==> src/rtl/ame_line_loader.sv <==
// ame_line_loader: packs a byte-beat stream into DATA_WIDTH-byte rows and
// writes them into the AME line buffer through its horizontal row port.
// A block is ROW_COUNT rows; after a block the loader stalls input until the
// consumer pulses rel_i. s_last_i framing errors are flagged on sticky err_o.
// Optional build macro AME_LINE_LOADER_ZERO_PAD_EN: on an early s_last_i, the
// rows left unfilled are written with zeros before the block is handed over.
module ame_line_loader #(
    parameter int DATA_WIDTH = 128,
    parameter int BEAT_BYTES = 16,
    parameter int ROW_COUNT  = 16
) (
    input  logic                          clk_i,
    input  logic                          rst_n_i,
    input  logic                          s_valid_i,
    output logic                          s_ready_o,
    input  logic [BEAT_BYTES*8-1:0]       s_data_i,
    input  logic                          s_last_i,
    output logic                          wr_h_en_o,
    output logic [$clog2(DATA_WIDTH)-1:0] wr_h_addr_o,
    output logic [DATA_WIDTH*8-1:0]       wr_h_data_o,
    output logic                          done_o,
    input  logic                          rel_i,
    output logic                          err_o
);
    localparam int BPR = DATA_WIDTH / BEAT_BYTES;
    localparam int AW  = $clog2(DATA_WIDTH);
    localparam int BW  = (BPR > 1) ? $clog2(BPR) : 1;
    localparam logic [BW-1:0] LAST_BEAT = BW'(BPR - 1);
    localparam logic [AW-1:0] LAST_ROW  = AW'(ROW_COUNT - 1);

`ifdef AME_LINE_LOADER_ZERO_PAD_EN
    typedef enum logic [1:0] {FILL, PAD, DONE} state_e;
`else
    typedef enum logic [1:0] {FILL, DONE} state_e;
`endif

    state_e                  state_q, state_d;
    logic [BW-1:0]           beat_cnt_q, beat_cnt_d;
    logic [AW-1:0]           row_cnt_q, row_cnt_d;
    logic [DATA_WIDTH*8-1:0] row_buf_q, row_buf_d;
    logic                    s_ready_q, s_ready_d;
    logic                    wr_en_q, wr_en_d;
    logic [AW-1:0]           wr_addr_q, wr_addr_d;
    logic [DATA_WIDTH*8-1:0] wr_data_q, wr_data_d;
    logic                    done_q, done_d;
    logic                    err_q, err_d;

    logic                    accept;
    logic                    row_end;
    logic                    blk_end;
    logic [DATA_WIDTH*8-1:0] merged;

    assign accept  = s_valid_i && s_ready_q;
    assign row_end = (beat_cnt_q == LAST_BEAT);
    assign blk_end = row_end && (row_cnt_q == LAST_ROW);

    // Current row buffer with the incoming beat dropped into its slot.
    always_comb begin
        merged = row_buf_q;
        for (int k = 0; k < BPR; k++) begin
            if (beat_cnt_q == BW'(k))
                merged[k*BEAT_BYTES*8 +: BEAT_BYTES*8] = s_data_i;
        end
    end

    // Next-state and registered-output logic for the fill/pad/done sequence.
    always_comb begin
        state_d    = state_q;
        beat_cnt_d = beat_cnt_q;
        row_cnt_d  = row_cnt_q;
        row_buf_d  = row_buf_q;
        s_ready_d  = s_ready_q;
        wr_en_d    = 1'b0;
        wr_addr_d  = wr_addr_q;
        wr_data_d  = wr_data_q;
        done_d     = done_q;
        err_d      = err_q;
        unique case (state_q)
            FILL: begin
                s_ready_d = 1'b1;
                if (accept) begin
                    if (row_end || s_last_i) begin
                        // Row complete (or cut short): publish it; the buffer
                        // restarts at zero so a short row pads with zeros.
                        wr_en_d    = 1'b1;
                        wr_addr_d  = row_cnt_q;
                        wr_data_d  = merged;
                        row_buf_d  = '0;
                        beat_cnt_d = '0;
                        row_cnt_d  = row_cnt_q + 1'b1;
                    end else begin
                        row_buf_d  = merged;
                        beat_cnt_d = beat_cnt_q + 1'b1;
                    end
                    if (blk_end) begin
                        err_d     = err_q | ~s_last_i;
                        s_ready_d = 1'b0;
                        done_d    = 1'b1;
                        row_cnt_d = '0;
                        state_d   = DONE;
                    end else if (s_last_i) begin
                        err_d     = 1'b1;
                        s_ready_d = 1'b0;
`ifdef AME_LINE_LOADER_ZERO_PAD_EN
                        if (row_cnt_q == LAST_ROW) begin
                            done_d  = 1'b1;
                            state_d = DONE;
                        end else begin
                            state_d = PAD;
                        end
`else
                        done_d    = 1'b1;
                        row_cnt_d = '0;
                        state_d   = DONE;
`endif
                    end
                end
            end
`ifdef AME_LINE_LOADER_ZERO_PAD_EN
            PAD: begin
                // One zero row per cycle until the block's last row is written.
                wr_en_d   = 1'b1;
                wr_addr_d = row_cnt_q;
                wr_data_d = '0;
                row_cnt_d = row_cnt_q + 1'b1;
                if (row_cnt_q == LAST_ROW) begin
                    done_d    = 1'b1;
                    row_cnt_d = '0;
                    state_d   = DONE;
                end
            end
`endif
            DONE: begin
                s_ready_d = 1'b0;
                if (rel_i) begin
                    done_d     = 1'b0;
                    s_ready_d  = 1'b1;
                    beat_cnt_d = '0;
                    row_cnt_d  = '0;
                    state_d    = FILL;
                end
            end
            default: state_d = FILL;
        endcase
    end

    // State and output registers; reset drops any partial row.
    always_ff @(posedge clk_i or negedge rst_n_i) begin
        if (!rst_n_i) begin
            state_q    <= FILL;
            beat_cnt_q <= '0;
            row_cnt_q  <= '0;
            row_buf_q  <= '0;
            s_ready_q  <= 1'b0;
            wr_en_q    <= 1'b0;
            wr_addr_q  <= '0;
            wr_data_q  <= '0;
            done_q     <= 1'b0;
            err_q      <= 1'b0;
        end else begin
            state_q    <= state_d;
            beat_cnt_q <= beat_cnt_d;
            row_cnt_q  <= row_cnt_d;
            row_buf_q  <= row_buf_d;
            s_ready_q  <= s_ready_d;
            wr_en_q    <= wr_en_d;
            wr_addr_q  <= wr_addr_d;
            wr_data_q  <= wr_data_d;
            done_q     <= done_d;
            err_q      <= err_d;
        end
    end

    assign s_ready_o   = s_ready_q;
    assign wr_h_en_o   = wr_en_q;
    assign wr_h_addr_o = wr_addr_q;
    assign wr_h_data_o = wr_data_q;
    assign done_o      = done_q;
    assign err_o       = err_q;
endmodule

==> config.mk <==
export PLATFORM = sky130hd
export DESIGN_NAME = ame_line_loader
export DESIGN_NICKNAME = d
export VERILOG_FILES = /design/src/rtl/ame_line_loader.sv
export SDC_FILE = /design/constraint.sdc
export NUM_CORES = 2
export LEC_CHECK = 0
export CAP_MARGIN = 10
export CORE_AREA = 4 4 453 455
export CTS_CLUSTER_DIAMETER = 60
export DETAILED_ROUTE_END_ITERATION = 10
export DIE_AREA = 0 0 457 459
export SKIP_CTS_REPAIR_TIMING = 1
export SYNTH_ARGS = -nofsm -noshare
export SYNTH_HDL_FRONTEND = slang
export SYNTH_SLANG_ARGS = --single-unit
==> constraint.sdc <==
create_clock -name clk_i -period 2.5 [get_ports clk_i]
set_clock_uncertainty 0.15 [all_clocks]
set_input_delay 0.5 -clock clk_i [delete_from_list [all_inputs] [get_ports clk_i]]
set_output_delay 0.5 -clock clk_i [all_outputs]
set_load 0.05 [all_outputs]
* Word-level counts from Yosys, hierarchy flattened
Cells that the tools add are included.
** Storage, ports and cells
- Register bits after elaboration :: 2071
- Input bits :: 133
- Output and inout bits :: 1035
- Word-level logic and storage cells :: 79
** Operators by class
- $add $sub $neg :: 2
- Equal/unequal tests :: 13
- Muxes and demuxes :: 38
- Bitwise logic cells :: 2
- Reduce and logical (&&, ||, !) cells :: 14
** Operators with widths (count)
- $mux W1024 :: 1
- $mux W128 :: 8
- $mux W7 :: 5
- $pmux W7 S2 :: 1
- $eq A3 B3 Y1 const B :: 4
- $mux W1 :: 12
- $reduce_and A3 Y1 :: 4
- $mux W3 :: 3
- $mux W2 :: 4
- $reduce_and A4 Y1 :: 2
- $add A7 B1 Y7 const B :: 1
- $eq A7 B4 Y1 const B :: 1
- $eq A3 B2 Y1 const B :: 2
- $pmux W3 S2 :: 1
- $ne A2 B2 Y1 const B :: 2
- $ne A4 B4 Y1 const B :: 1
- $pmux W1 S2 :: 2
- $pmux W2 S2 :: 1
- $reduce_bool A2 Y1 :: 2
- $add A3 B1 Y3 const B :: 1
- $eq A3 B1 Y1 const B :: 1
- $logic_not A3 Y1 :: 1
- $ne A3 B3 Y1 const B :: 1
- $eq A2 B1 Y1 const B :: 1
- 6 further kinds :: 7

* Longest topological paths before layout
- Depth in word-level cells :: 7
- Gate-level depth with buffers :: 10
- Gate-level depth less buffers :: 6

* Worst setup path before layout
No wires, ideal clock.
- Path type :: register to register
- Start point :: register beat_cnt_q[0]
- End point :: register row_buf_q[354]
- Arrival time :: 1.988 ns
- Data required time :: 2.284 ns
- Setup slack :: 0.296 ns
- Stages on the path, launching flop included :: 10
- Buffers on the path :: 3
- Period minus slack after synthesis :: 2.204 ns
- Cell sequence :: dfrtp_1 -> ha_1 -> ha_1 -> buf_2 -> nor2_2 -> nand2_2 -> nor2_1 -> buf_2 -> buf_2 -> a22o_1
** Between the ends
- Word-level cells in the longest chain between the ends :: 3
** Ends and longest elaborated chain
- start: declaration :: RTL line 38 : logic [BW-1:0] beat_cnt_q, beat_cnt_d;
- start signal: assignment :: RTL line 162 : beat_cnt_q <= beat_cnt_d;
- $eq A3 B2 Y1 / $eq A3 B3 Y1 (equally long branches) :: RTL line 61, 54
- $mux W128 / $logic_or A1 B1 Y1 (equally long branches) :: RTL line 61, 82
- $mux W1024 (*) :: RTL line 82 : if (row_end || s_last_i) begin
- end signal: assignment :: RTL line 164 : row_buf_q <= row_buf_d;
- end: declaration :: RTL line 40 : logic [DATA_WIDTH*8-1:0] row_buf_q, row_buf_d;
Mark *: on every way between the ends. The rest lies on a longest branch, timed or not.
A chain may end at the register's enable or synchronous reset.

* Final worst setup path
- Start point :: register wr_data_q[34], in the netlist wr_h_data_o[34]
- End point :: output wr_h_data_o[34]
** RTL lines
- start: declaration :: RTL line 44 : logic [DATA_WIDTH*8-1:0] wr_data_q, wr_data_d;
- start signal: assignment :: RTL line 168 : wr_data_q <= wr_data_d;
- end: declaration :: RTL line 20 : output logic [DATA_WIDTH*8-1:0] wr_h_data_o,
No word-level cell between the ends.

==> results.md <==
* Outcome: complete, no violations
* Area Growth Syn to Fin at 33.0%
* Synth cell count leaders: 2,069 x dfrtp_1, 1,179 x nand2_1, 899 x o21ai_0, 898 x mux2i_1, 897 x a22o_1
* Root buffer cell: clkbuf_16
* Final Hold Viols at 0
* Register-to-Register Path Depth at 9
* Vias in the first global route at just over 60,000
* TritonCTS clock tree: built
* Worst setup EP type: output port
* Post-Synth Adder-Cell Area at 0.105%
* Port Buffers at approximately 1,200
* Async set-reset flop share out of synthesis at 100%
* Synth cell types at 35
* CP arrival at between 1500 and 2000 ps
* Count leader, synth: dfrtp_1
* Worst-path clk slew at ~60 ps
* HPWL Detailed at approximately 220,000 um
* CP peak stage delay at between 400 and 500 ps
* Total wire length at a little over 300,000 um
* Syn_area_per_cell at ~12 um2
* Setup WS pre-CTS at -347 ps
* Max Cap Viol at 0
* Final setup vio count at 0
* Drc violations at 0
* Top cells by area, synth: dfrtp_1 62%, mux2i_1 11%, a22o_1 9.4%
* Gpl congestion at approximately 0.88
* Cells after DPL at around 11,000
* Initial Util at a little over two fifths
* Clock Sink Count at approximately 2,100
* Max Transition Viols Final at 0
* Max frequency at 406 MHz
* Required @ worst endpoint at between 1500 and 2000 ps
* Worst setup SP type: flip-flop
* CP delay by family, top: flip-flops
* Routed Antenna Nets at 0
* Final setup TNS at 0 ps
* Min Tclk post-route at around 2500 ps
* CP startpoint: wr_h_data_o[34]
* Boundary Pins at approximately 1,200
* DIE AREA at around 210,000 um2
* R2r startpoint: beat_cnt_q[0]
* First-pass GRT wire length at roughly 450,000 um
* PnR worst setup slack at about 39 ps
* First-pass DRT Iterations at 5
* DIE HEIGHT at around 460 um
* Setup CP Type: flip-flop to output port
* FF-to-FF End: row_buf_q[847]
* CP max stage cell: dfrtp_1
* Fin cells at 11,200
* Crit-path max FO at 2
* Final period utilization at 98.4%
* Total CTS buffers at between 200 and 250
* Fin area at roughly 110,000 um2
* Cell Chain, Critical Path: dlymetal6s2s_1
* Mux share of post-synthesis cell area at a little over a tenth
* Pin count of the biggest net entering global routing at 118
* GR Overflow Total at 0
* Core area at approximately 200,000 um2
* Routed wire per std cell at around 28 um
* LEAKAGE at around 67 nW
* GR Util All Layers at a little under 30%
* Buf+Inv Stages, Crit Path at 1
* Via count at 62,800
* FF+latch count, synth at ~2,100
* Placed inst area at just over 100,000 um2
* Predominant post-synthesis flop cell: dfrtp_1
* Clock latency at the later pin of the worst-skew pair at around 860 ps
* Clock tree buffer depth at 3
* Hold Slack at around 74 ps
* HP Class: input pin to async pin
* EDFF count, synth at 0
* XOR/XNOR Fraction of Synth Area at 0.0418%
* Slew HR at between 40% and 50%
* R2R Setup Slk at 90 ps
* Syn_nets at between 7,000 and 8,000
* Synthesized cell area at approximately 84,000 um2
* Syn Inst Count at ~7,000
* Final Net Count at around 8,500
* Max IR drop VDD at between 0.0008 and 0.0009 V
* Die Span X at roughly 460 um
* Initial DRC count at ~5,300
* Cell Pwr Density at between 900 and 1000 nW/um2
* Yosys warns at 0
* Largest family of logic cells by synthesized area: compound AO/OA/AOI/OAI gates
* Simple logic cell fraction of the synthesized area at roughly 7%
* Sequential cell area fraction in the yosys report at about three fifths
* Std cell rows at about 170
* Synth Area in Compound Gates at between 10% and 20%
* DR vias/cell at 5.60
* Slew @ Worst Pin at 871 ps
* H-tree depth at 4
* Antenna violations before repair at 6
* Cell accounting for the most synthesized area: dfrtp_1
* Area fraction of the dominant cell type after synthesis at 61.8%
* Share of post-route cells with drive strength above 1 at 12.8%
==> power by group <==
part | switching, mW | internal (mW)
clock network | 13.7 | 19.7
registers | 4.22 | 37.9
logic | 20.9 | 9.80
==> metrics by stage <==
| step | power [mW] | util [%] |
|---|---|---|
| 2_1_floorplan | 59.2 | - |
| 3_3_place_gp | 73.5 | 50.6 |
| 3_5_place_dp | 73.8 | 50.6 |
| 4_1_cts | 107 | 54.3 |
| 5_1_grt | 110 | 55.4 |
| 6_report | 106 | 55.4 |
==> flip-flops by register name, summed over array words and instances, names as in the netlist <==
signal / flops
err_o: 1
beat_cnt_q: 3
wr_h_addr_o: 7
row_cnt_q: 7
wr_h_en_o: 1
done_o: 1
s_ready_o: 1
wr_h_data_o: 1024
row_buf_q: 1024
==> cell type report <==
class,instances,area (um2)
inverter,5,26.3
fill,16900,89800
sequential,2069,51800
antenna,3,7.51
tap,2672,3340
clock buffer,322,6370
multi-input combinational,4319,28500
timing repair buffer,1753,20400
clock inverter,72,1040
==> worst max path at each step <==
stage                             to  slack, ps  cells past startpoint
floorplan             row_buf_q[354]        300                      9
global placement      row_buf_q[208]       -400                      8
detailed placement    row_buf_q[194]       -350                      8
CTS                 wr_h_data_o[282]       -510                      1
global route        wr_h_data_o[318]         -5                      1
finish               wr_h_data_o[34]         40                      1
==> metal layers <==
| metal | global-route usage [%] | wire [um] |
|---|---|---|
| met5 | 0 | 0 |
| met4 | 11.2 | 13500 |
| met3 | 7.03 | 24400 |
| met2 | 45.4 | 143000 |
| met1 | 38.9 | 131000 |
==> cell families after synthesis <==
kind of cell,after synthesis
AOI/OAI and AO/OA,1945
xor gates and xnor gates,4
adders and majority gates,7
buffers and inverters,704
DFF,2069
muxes,899
and+or+nand+nor,1464
==> cells in the final DEF (no fill, tap or decap), drive strengths merged <==
cell / Yosys / layout
a41oi: 1 / 1
clkinv: 0 / 40
nand2: 1183 / 1183
bufinv: 0 / 20
nor2b: 1 / 1
dfrtp: 2069 / 2069
nand2b: 1 / 1
nor4b: 3 / 3
nand3: 4 / 4
dlymetal6s2s: 0 / 899
inv: 5 / 14
clkinvlp: 0 / 3
ha: 7 / 7
and3b: 1 / 1
and2: 128 / 128
a211oi: 3 / 3
clkbuf: 368 / 369
mux2: 1 / 1
buf: 331 / 675
and3: 2 / 2
o21ai: 902 / 902
dlygate4sd3: 0 / 1
nand3b: 1 / 1
xnor2: 4 / 4
mux2i: 898 / 898
diode: 0 / 3
a21oi: 5 / 5
a32o: 1 / 1
a31oi: 128 / 128
clkdlybuf4s50: 0 / 131
nor3b: 1 / 1
a22o: 897 / 897
nor2: 139 / 139
a21boi: 1 / 1
a21o: 7 / 7
(Power assumes the default switching activity.)
